`config.mk`:
```
export PLATFORM = sky130hd
export DESIGN_NAME = uart_tx_divclk
export DESIGN_NICKNAME = d
export VERILOG_FILES = /design/src/rtl/uart_tx_divclk_pkg.sv /design/src/rtl/uart_tx_divclk_rise_detect.sv /design/src/rtl/uart_tx_divclk.sv
export SDC_FILE = /design/constraint.sdc
export NUM_CORES = 1
export LEC_CHECK = 0
export BUFFER_PORTS_ARGS = -buffer_cell sky130_fd_sc_hd__buf_2
export CAP_MARGIN = 40
export CORE_ASPECT_RATIO = 0.9
export CORE_UTILIZATION = 40
export CTS_CLUSTER_DIAMETER = 150
export DETAILED_ROUTE_END_ITERATION = 8
export GPL_ROUTABILITY_DRIVEN = 0
export GPL_TIMING_DRIVEN = 1
export HOLD_SLACK_MARGIN = 0.1
export PLACE_DENSITY = 0.55
export SETUP_SLACK_MARGIN = 0.3
export SYNTH_ARGS = -nofsm -noshare
export SYNTH_HDL_FRONTEND = slang
export SYNTH_HIERARCHICAL = 1
export SYNTH_SLANG_ARGS = --single-unit
export TNS_END_PERCENT = 50
```
`constraint.sdc`:
```
create_clock -name clk_i -period 2.9 [get_ports clk_i]
set_input_delay 0.29 -clock clk_i [delete_from_list [all_inputs] [get_ports clk_i]]
set_output_delay 0.29 -clock clk_i [all_outputs]
set_load 0.005 [all_outputs]
```
`src/rtl/uart_tx_divclk_pkg.sv`:
```
// Shared definitions for the divided-clock UART transmitter: FSM state encoding
// and the legal parameter ranges.
package uart_tx_divclk_pkg;

    typedef enum logic [2:0] {
        ST_IDLE   = 3'd0,
        ST_SYNC   = 3'd1,
        ST_START  = 3'd2,
        ST_DATA   = 3'd3,
        ST_PARITY = 3'd4,
        ST_STOP   = 3'd5
    } tx_state_t;

    localparam int DATA_W_MIN    = 5;
    localparam int DATA_W_MAX    = 9;
    localparam int STOP_BITS_MIN = 1;
    localparam int STOP_BITS_MAX = 2;

endpackage

```
`src/rtl/uart_tx_divclk_rise_detect.sv`:
```
// Registered rising-edge detector: one-cycle pulse on the clk_i edge
// where din is high and was low on the previous edge.
module rise_detect (
    input  logic clk_i,
    input  logic reset_n,
    input  logic din,
    output logic pulse
);

    logic din_q;

    // NOTE: sequential state uses non-blocking assignments so every register
    // samples pre-edge values regardless of block evaluation order.
    always_ff @(posedge clk_i or negedge reset_n) begin
        if (!reset_n) begin
            din_q <= 1'b0;
        end else begin
            din_q <= din;
        end
    end

    assign pulse = din & ~din_q;

endmodule

```
`src/rtl/uart_tx_divclk.sv`:
```
// UART transmitter clocked by clk_i that advances one bit per rising edge of
// the divider's div_clk_i; LSB-first framing with optional parity.
module uart_tx_divclk
    import uart_tx_divclk_pkg::*;
#(
    parameter int DATA_W     = 8,
    parameter int PARITY_EN  = 0,
    parameter int PARITY_ODD = 0,
    parameter int STOP_BITS  = 1
) (
    input  logic              clk_i,
    input  logic              reset_n,
    input  logic              div_clk_i,
    input  logic              tx_valid_i,
    input  logic [DATA_W-1:0] tx_data_i,
    output logic              tx_ready_o,
    output logic              txd_o,
    output logic              busy_o,
    output logic              done_o
);

    localparam int CNT_W = $clog2(DATA_W + 1);

    if (DATA_W < DATA_W_MIN || DATA_W > DATA_W_MAX) begin : g_bad_data_w
        $error("uart_tx_divclk: DATA_W must be 5..9");
    end
    if (STOP_BITS < STOP_BITS_MIN || STOP_BITS > STOP_BITS_MAX) begin : g_bad_stop_bits
        $error("uart_tx_divclk: STOP_BITS must be 1 or 2");
    end

    tx_state_t         state;
    logic [DATA_W-1:0] shift_q;
    logic [DATA_W-1:0] data_q;
    logic [CNT_W-1:0]  bit_cnt;
    logic              stop_cnt;
    logic              tick;
    logic              parity;

    rise_detect u_rise (
        .clk_i   (clk_i),
        .reset_n (reset_n),
        .din     (div_clk_i),
        .pulse   (tick)
    );

    // Taken from the untouched copy so it is valid after the shifter has drained.
    assign parity = (^data_q) ^ (PARITY_ODD != 0);

    always_ff @(posedge clk_i or negedge reset_n) begin
        if (!reset_n) begin
            state      <= ST_IDLE;
            shift_q    <= '0;
            data_q     <= '0;
            bit_cnt    <= '0;
            stop_cnt   <= 1'b0;
            txd_o      <= 1'b1;
            tx_ready_o <= 1'b1;
            busy_o     <= 1'b0;
            done_o     <= 1'b0;
        end else begin
            done_o <= 1'b0;
            case (state)
                ST_IDLE: begin
                    if (tx_valid_i && tx_ready_o) begin
                        shift_q    <= tx_data_i;
                        data_q     <= tx_data_i;
                        tx_ready_o <= 1'b0;
                        busy_o     <= 1'b1;
                        state      <= ST_SYNC;
                    end
                end
                // Waiting for a fresh tick keeps the start bit a full period wide.
                ST_SYNC: begin
                    if (tick) begin
                        txd_o <= 1'b0;
                        state <= ST_START;
                    end
                end
                ST_START: begin
                    if (tick) begin
                        txd_o   <= shift_q[0];
                        bit_cnt <= '0;
                        state   <= ST_DATA;
                    end
                end
                ST_DATA: begin
                    if (tick) begin
                        shift_q <= shift_q >> 1;
                        bit_cnt <= bit_cnt + CNT_W'(1);
                        if (bit_cnt == CNT_W'(DATA_W - 1)) begin
                            if (PARITY_EN != 0) begin
                                txd_o <= parity;
                                state <= ST_PARITY;
                            end else begin
                                txd_o    <= 1'b1;
                                stop_cnt <= 1'b0;
                                state    <= ST_STOP;
                            end
                        end else begin
                            txd_o <= shift_q[1];
                        end
                    end
                end
                ST_PARITY: begin
                    if (tick) begin
                        txd_o    <= 1'b1;
                        stop_cnt <= 1'b0;
                        state    <= ST_STOP;
                    end
                end
                ST_STOP: begin
                    if (tick) begin
                        if (stop_cnt == 1'(STOP_BITS - 1)) begin
                            tx_ready_o <= 1'b1;
                            busy_o     <= 1'b0;
                            done_o     <= 1'b1;
                            state      <= ST_IDLE;
                        end else begin
                            stop_cnt <= stop_cnt + 1'b1;
                        end
                    end
                end
                default: begin
                    txd_o      <= 1'b1;
                    tx_ready_o <= 1'b1;
                    busy_o     <= 1'b0;
                    state      <= ST_IDLE;
                end
            endcase
        end
    end

endmodule
```
==> Word level (Yosys, flattened, before mapping) <==
Index checks and enable logic that the tools add are counted.
{ "totals": {"register_bits": 21, "inputBits": 12, "output_inout_bits": 4, "elab_cells": 79} }
{ "op_classes": {"n_addsub": 2, "eq_ne": 14, "n_mux": 37, "n_bitwise": 4, "reduce_logical": 13} }
{ "op_table": {"columns": ["cell", "n"], "rows": [
  ["3-bit 2-to-1 mux", 8],
  ["1-bit 2-to-1 mux", 18],
  ["3-bit case mux with 6 select lines", 1],
  ["8-bit 2-to-1 mux", 2],
  ["2-bit != test (second input constant)", 8],
  ["8-bit case mux with 2 select lines", 1],
  ["5-bit AND reduction", 2],
  ["1-bit case mux with 3 select lines", 3],
  ["4-bit 2-to-1 mux", 2],
  ["4-bit case mux with 2 select lines", 1],
  ["8-bit AND reduction", 1],
  ["3-bit by 2-bit == test with 1-bit output (second input constant)", 2],
  ["3-bit == test (second input constant)", 2],
  ["3-bit AND reduction", 2],
  ["1-bit case mux with 5 select lines", 1],
  ["4-bit by 1-bit adder with 4-bit output (second input constant)", 1],
  ["4-bit by 3-bit == test with 1-bit output (second input constant)", 1],
  ["4-bit AND reduction", 1],
  ["2-bit nonzero test", 2],
  ["4-bit OR reduction", 1],
  ["3-bit by 1-bit == test with 1-bit output (second input constant)", 1],
  ["3-bit logical NOT", 1],
  ["1-bit inverter", 3],
  ["3-bit nonzero test", 1],
  ["4 further kinds", 4]
]} }

==> Longest topological paths before layout <==
Gate-level depths: netlist of the first run.
{ "logic_depth": {"word_depth": 4, "mapped_depth": 6, "mapped_depth_nobuf": 4} }

==> By module <==
Netlist of the first run, hierarchy kept.
{ "modules_own_cells": {"columns": ["module", "n_inst", "cells_per_inst", "area_each_um2", "seq_area_each_um2"], "rows": [
  ["uart_tx_divclk", 1, 92, 1018.5, 478.0],
  ["rise_detect", 1, 2, 38.8, 25.0]
]} }

==> Worst setup path before layout of the first run <==
Ideal clock, no wire load.
{ "synth_timing": {"path_kind": "flip-flop to flip-flop", "start": "register tx_ready_o", "end": "register shift_q[0]", "setup_ns": 0.125, "t_arrival_ns": 1.360, "required_ns": 2.775, "setup_slack_ns": 1.415, "stages_incl_launch_ff": 5, "path_buffers": 1, "period_less_slack_ns": 1.485, "path_cell_list": "dfstp_2 and4bb_1 o21ba_1 buf_4 mux2_4"} }
{ "synth_via": {"elab_chain_cells": 3} }
{ "synth_rtl": {"columns": ["item", "line", "text"], "rows": [
  ["start: declaration", "uart_tx_divclk.sv:16", "output logic tx_ready_o,"],
  ["start signal: assignment", "uart_tx_divclk.sv:57", "tx_ready_o <= 1'b1;"],
  ["start signal: assignment", "uart_tx_divclk.sv:67", "tx_ready_o <= 1'b0;"],
  ["start signal: assignment", "uart_tx_divclk.sv:114", "tx_ready_o <= 1'b1;"],
  ["1-bit logical AND", "uart_tx_divclk.sv:64", "if (tx_valid_i && tx_ready_o) begin"],
  ["2-bit != test (no source line)", null, null],
  ["3-bit AND reduction (no source line)", null, null],
  ["end signal: assignment", "uart_tx_divclk.sv:65", "shift_q <= tx_data_i;"],
  ["end signal: assignment", "uart_tx_divclk.sv:88", "shift_q <= shift_q >> 1;"],
  ["end: declaration", "uart_tx_divclk.sv:32", "logic [DATA_W-1:0] shift_q;"]
]} }
Every way passes these cells.
A chain may end at the register's enable or synchronous reset.

==> Worst setup path in the final report of the first run <==
{ "layout_timing": {"start": "input port div_clk_i", "end": "register shift_q[0]"} }
{ "layout_via": {"elab_chain_cells": 3} }
{ "layout_rtl": {"columns": ["item", "line", "text"], "rows": [
  ["start: declaration", "uart_tx_divclk.sv:13", "input logic div_clk_i,"],
  ["1-bit bitwise AND", "uart_tx_divclk_rise_detect.sv:22", "assign pulse = din & ~din_q;"],
  ["via tick", "uart_tx_divclk.sv:36", "logic tick;"],
  ["2-bit != test (no source line)", null, null],
  ["3-bit AND reduction (no source line)", null, null]
]} }
The timed path passes the listed nets, and every way through them passes these cells.

==> results.yml, run 1 <==
critical_path:
  crit_fanout: 10
  arrival_ns: 2.14
  startpoint_type: "input port"
  cp_slowest_cell: "dlygate4sd3_1"
  slowest_delay_ns: 0.52
  end_kind: "register"
  critPathRequiredTime_ns: 3.10
  path_class: "input port to register"
  crit_chain: "dlygate4sd3_1 -> buf_2 -> nor2b_4 -> and3_1 -> o21ba_1 -> mux2_4"
pwr:
  max-vdd-ir-drop_uv: 639
  powerDensity_mw_per_mm2: 912
  p_leak_nw: 0.549
cells_and_area:
  ff_latch_area_um2: 503
  nFillCells: 245
  finalCoreUtilization: 0.491
  diodes: 0
  final_cell_mix: "18 x dfrtp_1, 15 x buf_2, 7 x nand2_1, 7 x mux2_2, 7 x mux2_4"
  multi_input_area_um2: 510
  layout_commonest_cell: "dfrtp_1"
  nets: 123
  fin_cells: 137
  area_growth_pct: 14.6
  final_area_mm2: 0.00121
  drive_gt1_frac: 0.339
yosys:
  yosysSeqAreaShare: 0.476
  ys_types: 35
  syn-cell-area_mm2: 0.00106
  synth-main-ff-cell: "dfrtp_1"
  syn_avg_cell_area_um2: 11.2
  synth_edf_count: 0
  synth-async-reset-ratio: 1.00
  yosysTopAreaCellShare: 0.426
  synth_area_leaders: "dfrtp_1 43%, mux2_4 9.9%, mux2_2 7.5%"
  syn-num-nets: 107
  ys_warn_count: 6
  synth_largest_area_cell: "dfrtp_1"
  ys_ff_latch: 20
  syn_inst: 94
sta:
  rsz0062_at_grt: "no"
  fmax_mhz: 517
  period_needed_ns: 1.93
  worstMarginPinSlew_ns: 0.512
  min_period_over_period: 0.667
  setup_tns_ns: 0
  worst_slack_ns: 0.967
  finalMaxSlewViolations: 0
  max_slew_margin: 0.659
  hold_viol: 0
  setup_violations: 0
  skew_ns: 0.00695
die:
  coreArea_mm2: 0.00247
  die_h_um: 50.8
  initial_core_util: 0.428
  pin_count: 16
  die_area_mm2: 0.00285
  dieWidth_um: 56.2
  row_count: 17
detailed_routing:
  first_pass_iters: 4
  num_vias: 733
  detail-route-antenna-nets: 0
  initialDrtViolationCount: 23
  drc: 0
  finalWirelength_mm: 1.86
  wire_per_inst_um: 13.5
  via_per_inst: 5.35
clock_network:
  root_buffer: "clkbuf_4"
  clockBufferDepth: 2
  clk_latency_ns: 0.31
  cts_buffers: 3
  hold_buffers: 2
  cts_tree: "yes"
  htree_levels: 1
  cts_resized: 0
  post_cts_buffers: 0
  cts_sinks: 20
  cts.clk_slew.worst_paths_ns: 0.12
place:
  dpl.hpwl_mm: 1.29
  preCtsSetupSlack_ns: 1.02
  placed_cell_area_mm2: 0.00114
  io_buffers: 15
  place_inst: 131
global_routing:
  grt_util_all_layers: 0.150
  first_global_vias: 660
  antenna_found_initial: 0
  grt_pass1_wl_mm: 3.16
  grt_max_degree: 21
  grt_overflow_total: 0
status:
  outcome: "finished, final reports clean"
hold_path:
  hp-class: "input port to register"
job:
  maxCapViolCount: 0
[through the flow]
stage	power [mW]	hold WS (ns)
after CTS	1.12	0.214
after floorplan	0.797	-0.00559
final	1.11	0.209
after global routing	1.19	0.204
after detailed placement	0.881	0.267
after global placement	0.871	0.263
[where the power goes]
group / leakage [nW] / internal (mW) / switching, mW
logic: 0.283 / 0.241 / 0.140
registers: 0.238 / 0.385 / 0.108
clock network: 0.0279 / 0.140 / 0.0910
total: 0.549 / 0.766 / 0.339
[path summary, 6_finish.rpt]
| path | start | to | slack (ns) | cells after the start |
|---|---|---|---|---|
| max reg2reg | state[0] | shift_q[0] | 0.99 | 3 |
| min reg2reg | tx_ready_o | tx_ready_o | 0.50 | 2 |
| max in group asynchronous | reset_n | tx_ready_o | 2.11 | 2 |
| max | div_clk_i | shift_q[0] | 0.97 | 6 |
| min | tx_data_i[7] | shift_q[7] | 0.21 | 3 |
| min in group asynchronous | reset_n | bit_cnt[2] | 0.44 | 2 |
[final cells by class]
class                      count  share of cell area
clock buffer                   3              0.0186
tap                           28              0.0289
inverter                       4              0.0124
clock inverter                 1              0.0248
sequential                    20               0.415
timing repair buffer          17              0.0785
multi-input combinational     64               0.421
[synth_stat cells, types with 2 or more instances]
library cell / instances
mux2_2: 7
nand2b_1: 3
dfstp_2: 2
inv_1: 4
buf_2: 2
nand3b_1: 3
clkbuf_1: 3
mux2_4: 7
o21ai_0: 6
dfrtp_1: 18
nand3_1: 4
a211oi_1: 2
nand2_1: 7
nor2_1: 2
a21oi_1: 4
[critical path: cells and delay by family]
| kind | cells | cell delay [ns] |
|---|---|---|
| buffers and inverters | 2 | 0.62 |
| AO/OA/AOI/OAI | 1 | 0.45 |
| AND/OR/NAND/NOR | 2 | 0.42 |
| multiplexers | 1 | 0.34 |
[registers in the layout, summed over array words and instances, names as in the netlist]
name and cells:
shift_q 8, bit_cnt 4, state 3, busy_o 1
done_o 1, tx_ready_o 1, txd_o 1, u_rise/din_q 1
[routing by layer]
| metal | routed length [µm] | track usage |
|---|---|---|
| met1 | 984 | 0.213 |
| met2 | 754 | 0.208 |
| met3 | 92 | 0.0567 |
| met4 | 24 | 0.0488 |
| met5 | 0 | 0 |
[kinds of logic (layout without fill, tap and decap cells)]
logic type,Yosys count,count (layout),share of synthesized area
fa+ha+maj,1,1,0.0118
flops,20,20,0.476
simple gates,27,27,0.155
compound gates,22,22,0.142
mux,14,14,0.174
buf+inv,10,25,0.0414
(Power assumes the default switching activity.)
==> inputs of run 2 (changes only) <==
==> constraint.sdc (replaced) <==
create_clock -name clk_i -period 1.85 [get_ports clk_i]
set_input_delay 0.185 -clock clk_i [delete_from_list [all_inputs] [get_ports clk_i]]
set_output_delay 0.185 -clock clk_i [all_outputs]
set_load 0.005 [all_outputs]
==> run 2 against run 1 <==
  * Clock skew decreased by 0.0049 ns
  * First-iteration DRC count decreased by 48%
  * Total power increased by 57%
  * Cell area increased by 5.7%
  * Final cell count increased by 6.6%
  * Combinational power increased by 90%
  * Sequential power increased by 53%
  * Sequential cell count unchanged
  * Utilization increased by 2.8 points
  * Die area unchanged
  * Global-route usage increased by 0.37 points
  * Critical path type is now register to register
  * Critical endpoint is now shift_q[6]
  * Largest power group unchanged
==> results.yml, run 2 (synthesis results as in run 1) <==
status:
  outcome: "finished, final reports clean"
sta:
  setup_violations: 0
  fmax_mhz: 670
  min_period_over_period: 0.807
  max_slew_margin: 0.705
  rsz0062_at_grt: "yes"
  finalMaxSlewViolations: 0
  worst_slack_ns: 0.357
  period_needed_ns: 1.49
  hold_viol: 0
  setup_tns_ns: 0
  worstMarginPinSlew_ns: 0.443
  skew_ns: 0.00205
pwr:
  totalPowerFinal_mw: 1.73
  clock_power_share: 0.148
  p_leak_nw: 0.591
  powerDensity_mw_per_mm2: 1350
  p_seq_frac: 0.434
  intPower_mw: 1.19
  p_sw_frac: 0.315
  switchingPower_mw: 0.545
  combinationalPowerShare: 0.418
  max-vdd-ir-drop_uv: 954
global_routing:
  grt_pass1_wl_mm: 3.33
  antenna_found_initial: 0
  first_global_vias: 695
  grt_overflow_total: 0
  grt_util_all_layers: 0.154
  grt_max_degree: 21
cells_and_area:
  reg_top3: "shift_q (8), bit_cnt (4), state (3)"
  layout_commonest_cell: "dfrtp_1"
  nets: 132
  drive_gt1_frac: 0.398
  nFillCells: 227
  top_register: "shift_q"
  final_area_mm2: 0.00128
  fin_cells: 146
  area_growth_pct: 21.1
  largest_reg_flops: 8
  diodes: 0
  final_cell_mix: "17 x dfrtp_1, 15 x buf_2"
detailed_routing:
  finalWirelength_mm: 2.01
  via_per_inst: 5.27
  wire_per_inst_um: 13.8
  first_pass_iters: 5
  num_vias: 769
  drc: 0
  detail-route-antenna-nets: 0
  initialDrtViolationCount: 12
clock_network:
  cts_sinks: 20
  clockBufferDepth: 2
  root_buffer: "clkbuf_4"
  cts.clk_slew.worst_paths_ns: 0.11
  clk_latency_ns: 0.30
  cts_tree: "yes"
  cts_buffers: 3
  htree_levels: 1
critical_path:
  startpoint_type: "register"
  arrival_ns: 1.69
  end_kind: "register"
  path_class: "register to register"
  r2r_end: "shift_q[6]"
  critPathRequiredTime_ns: 2.05
  r2r_start: "tx_ready_o"
  rr_worst_depth: 4
  r2r_slack_ns: 0.36
  crit_fanout: 8
die:
  pin_count: 16
  coreArea_mm2: 0.00247
  die_h_um: 50.8
  dieWidth_um: 56.2
  die_area_mm2: 0.00285
  initial_core_util: 0.428
  row_count: 17
job:
  maxCapViolCount: 0
hold_path:
  hp-class: "input port to register"
  hold_end: "shift_q[7]"
  min-delay-start: "tx_data_i[7]"
  whs_path_depth: 3
place:
  place_inst: 136
  preCtsSetupSlack_ns: 0.266
  placed_cell_area_mm2: 0.00118
  io_buffers: 15
  dpl.hpwl_mm: 1.36
-- run 2: final cells by class --
type                    count  area (µm²)  share of cell area
repair buffers             26         179               0.140
well taps                  28        35.0              0.0274
inverters                   4        15.0              0.0117
flip-flops and latches     20         504               0.394
clock buffers               4        36.3              0.0283
multi-input cells          64         510               0.399
-- run 2: through the flow --
stage	util	hold slack [ns]
after floorplan	-	-0.111
after global placement	0.477	0.162
after detailed placement	0.477	0.166
after CTS	0.505	0.124
after global routing	0.519	0.126
final	0.519	0.133
-- run 2: how the worst max path moves through the flow --
stage	depth (start not counted)	endpoint	start	slack (ns)
detailed placement	3	shift_q[0]	state[0]	0.27
global placement	3	shift_q[0]	state[0]	0.26
floorplan	4	shift_q[0]	tx_ready_o	0.36
finish	4	shift_q[6]	tx_ready_o	0.36
global route	4	shift_q[6]	tx_ready_o	0.29
CTS	3	shift_q[6]	state[0]	0.31
-- run 2: power by group through the flow --
stage | sequential [mW] | combinational [mW] | clock (mW)
after floorplan | 0.698 | 0.551 | 0
after global placement | 0.751 | 0.645 | 0
after detailed placement | 0.753 | 0.654 | 0
after CTS | 0.751 | 0.666 | 0.270
after global routing | 0.775 | 0.799 | 0.281
final | 0.752 | 0.725 | 0.256
-- run 2: critical path, stage by stage (launching register included) --
cell and delay (ns):
dfstp_2 0.58, and4bb_1 0.22, o21ba_1 0.14, buf_6 0.15, mux2_4 0.30
-- run 2: timing repair --
item | CTS | global route
pin swaps | 2 | 2
setup buffers | 1 | 3
resized for setup | 2 | 0
hold buffers | 2 | 0
endpoints found under the setup margin | 7 | 7
endpoints found under the hold margin | 19 | 0
-- run 2: routing by layer --
| metal | global-route usage | share of wire |
|---|---|---|
| met4 | 0.0488 | 0.0055 |
| met3 | 0.0567 | 0.043 |
| met2 | 0.218 | 0.43 |
| met5 | 0 | 0 |
| met1 | 0.216 | 0.52 |
==> inputs of run 3 (changes only) <==
--- a/config.mk
+++ b/config.mk
@@ -5,6 +5,7 @@
 export SDC_FILE = /design/constraint.sdc
 export NUM_CORES = 1
 export LEC_CHECK = 0
+export ABC_AREA = 1
 export BUFFER_PORTS_ARGS = -buffer_cell sky130_fd_sc_hd__buf_2
 export CAP_MARGIN = 40
 export CORE_ASPECT_RATIO = 0.9
@@ -14,7 +15,7 @@
 export GPL_ROUTABILITY_DRIVEN = 0
 export GPL_TIMING_DRIVEN = 1
 export HOLD_SLACK_MARGIN = 0.1
-export PLACE_DENSITY = 0.55
+export PLACE_DENSITY = 0.58
 export SETUP_SLACK_MARGIN = 0.3
 export SYNTH_ARGS = -nofsm -noshare
 export SYNTH_HDL_FRONTEND = slang
==> constraint.sdc (replaced) <==
create_clock -name clk_i -period 1.3 [get_ports clk_i]
set_input_delay 0.13 -clock clk_i [delete_from_list [all_inputs] [get_ports clk_i]]
set_output_delay 0.13 -clock clk_i [all_outputs]
set_load 0.005 [all_outputs]
==> run 3 against run 2 <==
  * The flow now finishes with violations (setup timing)
  * Utilization increased by 11 points
  * Die area increased by 1.5%
  * Critical path depth increased by 3
  * Via count increased by 37%
  * Non-clock buffer count increased by 17
  * Hold slack improved by 0.019 ns
  * Largest power group unchanged
  * Sequential share of layout area decreased by 7.3 points
  * Clock skew increased by 0.00076 ns
==> results.yml, run 3 <==
detailed_routing:
  wire_per_inst_um: 12.9
  finalWirelength_mm: 2.69
  detail-route-antenna-nets: 0
  initialDrtViolationCount: 22
  via_per_inst: 5.06
  first_pass_iters: 4
  drc: 0
  num_vias: 1057
die:
  row_count: 17
  die_area_mm2: 0.00290
  die_h_um: 51.1
  initial_core_util: 0.431
  dieWidth_um: 56.6
  pin_count: 16
  coreArea_mm2: 0.00249
yosys:
  yosysMostFrequentCell: "nand2_1"
  synth_top_cells_by_count: "48 x nand2_1, 18 x dfrtp_1, 13 x o21ai_0, 12 x nand3_1, 11 x inv_1"
  synth-main-ff-cell: "dfrtp_1"
  ys_warn_count: 6
  synth_largest_area_cell: "dfrtp_1"
  syn-num-nets: 152
  yosysSeqAreaShare: 0.469
  synth-async-reset-ratio: 1.00
  syn_avg_cell_area_um2: 7.72
  synth_edf_count: 0
  synth_area_leaders: "dfrtp_1 42%, nand2_1 17%, o21ai_0 6.1%"
  yosysTopAreaCellShare: 0.420
  ys_ff_latch: 20
  ys_types: 21
  syn-cell-area_mm2: 0.00107
  syn_inst: 139
sta:
  setup_tns_ns: -0.0272
  fmax_mhz: 759
  finalMaxSlewViolations: 0
  max_slew_margin: 0.697
  worstMarginPinSlew_ns: 0.454
  hold_viol: 0
  period_needed_ns: 1.32
  min_period_over_period: 1.01
  worst_slack_ns: -0.0171
  rsz0062_at_grt: "yes"
  skew_ns: 0.00280
  setup_violations: 4
critical_path:
  end_kind: "register"
  path_class: "register to register"
  crit_fanout: 4
  arrival_ns: 1.52
  critPathRequiredTime_ns: 1.50
  startpoint_type: "register"
pwr:
  totalPowerFinal_mw: 1.02
  powerDensity_mw_per_mm2: 645
  max-vdd-ir-drop_uv: 605
  p_leak_nw: 0.806
global_routing:
  grt_busiest_layer: "met2"
  use_met3: 0.0557
  first_global_vias: 998
  grt_overflow_total: 0
  antenna_found_initial: 0
  grt_pass1_wl_mm: 4.36
  grt_util_all_layers: 0.198
  use_met1: 0.247
  gr-usage-met2: 0.333
  grt_max_degree: 21
place:
  io_buffers: 15
  dpl.hpwl_mm: 1.75
clock_network:
  cts.clk_slew.worst_paths_ns: 0.11
  cts_sinks: 20
  clockBufferDepth: 2
  root_buffer: "clkbuf_4"
  htree_levels: 1
  cts_buffers: 3
  clk_latency_ns: 0.30
  cts_tree: "yes"
cells_and_area:
  top_register: "shift_q"
  layout_commonest_cell: "nand2_1"
  final_cell_mix: "32 x nand2_1, 17 x buf_4, 15 x dfrtp_1"
  drive_gt1_frac: 0.514
  nets: 195
  largest_reg_flops: 8
  reg_top3: "shift_q (8), bit_cnt (4), state (3)"
  nFillCells: 221
  diodes: 0
  area_growth_pct: 46.9
status:
  violations: "setup timing"
  outcome: "finished with violations"
hold_path:
  hp-class: "input port to register"
job:
  maxCapViolCount: 0
==> run 3: cell count changes in the layout (fill, tap and decap cells not counted), moves of 6 or more <==
cell     previous run  this run
nand2_2             0        14
mux2_2              7         0
buf_6               1         7
or2_2               0         6
mux2_4              7         0
nand2_1             7        32
buf_4               7        17
o21ai_1             0         6
==> run 3: metrics by stage <==
| stage | hold slack, ns | area (µm²) | std cells | utilization | worst slack (ns) |
|---|---|---|---|---|---|
| after floorplan | -0.166 | 1110 | 139 | - | 0.0745 |
| after global placement | 0.112 | 1330 | 197 | 0.535 | -0.0148 |
| after detailed placement | 0.109 | 1330 | 197 | 0.535 | -0.0228 |
| after CTS | 0.148 | 1440 | 205 | 0.579 | -0.0150 |
| after global routing | 0.151 | 1580 | 209 | 0.633 | -0.0885 |
| final | 0.153 | 1580 | 209 | 0.633 | -0.0171 |
==> run 3: logic make-up after synthesis <==
family | after synthesis | synth area share
AOI/OAI and AO/OA | 20 | 0.105
xor gates and xnor gates | 1 | 0.00816
adders and majority gates | 1 | 0.0117
buffers and inverters | 16 | 0.0758
DFF | 20 | 0.469
and+or+nand+nor | 81 | 0.331
==> run 3: final cells by class <==
cell class | instances | area, µm² | share of cell area
flip-flops and latches | 20 | 507 | 0.321
well taps | 28 | 35.0 | 0.0222
inverters | 11 | 43.8 | 0.0278
multi-input cells | 103 | 613 | 0.389
repair buffers | 43 | 352 | 0.223
clock buffers | 4 | 26.3 | 0.0167
==> run 3: routing by layer <==
layer  vias to the layer above  share of wire  wire length, µm
li1                        533              -                -
met1                       502           0.45             1210
met2                        18           0.50             1350
met3                         4          0.036               96
met4                         0          0.012               32
met5                         -              0                0
==> run 3: where the power goes <==
part           leakage, nW  internal, mW  total [mW]  switching (mW)
logic                0.528        0.0413      0.0769          0.0356
clock network       0.0150         0.120       0.312           0.193
registers            0.263         0.625       0.627         0.00192
total                0.806         0.786        1.02           0.230
==> run 3: worst paths after layout <==
check                        endpoint         start  depth (start not counted)  slack [ns]
setup reg to reg             state[0]    tx_ready_o                          7       -0.02
hold / removal             shift_q[0]  tx_data_i[0]                          5        0.15
hold reg to reg                 txd_o         txd_o                          2        0.48
max in group asynchronous  tx_ready_o       reset_n                          2        0.67
setup / recovery             state[0]    tx_ready_o                          7       -0.02
min in group asynchronous  bit_cnt[2]       reset_n                          2        0.29
==> run 3: repair_timing <==
| action | CTS | global route |
|---|---|---|
| endpoints found under the setup margin | 21 | 21 |
| hold endpoints to repair | 20 | 0 |
| cloned | 0 | 1 |
| pin swaps | 10 | 9 |
| buffers inserted | 1 | 3 |
| gates resized for setup | 17 | 30 |
| hold buffers | 3 | 0 |
==> run 3: worst max-delay path, stage by stage (launching register included) <==
cell	delay, ns
dfstp_2	0.56
nand2_1	0.08
nand3_2	0.12
nand2_1	0.11
nor2_4	0.16
nand2_2	0.08
nand2_1	0.06
nand2_1	0.05
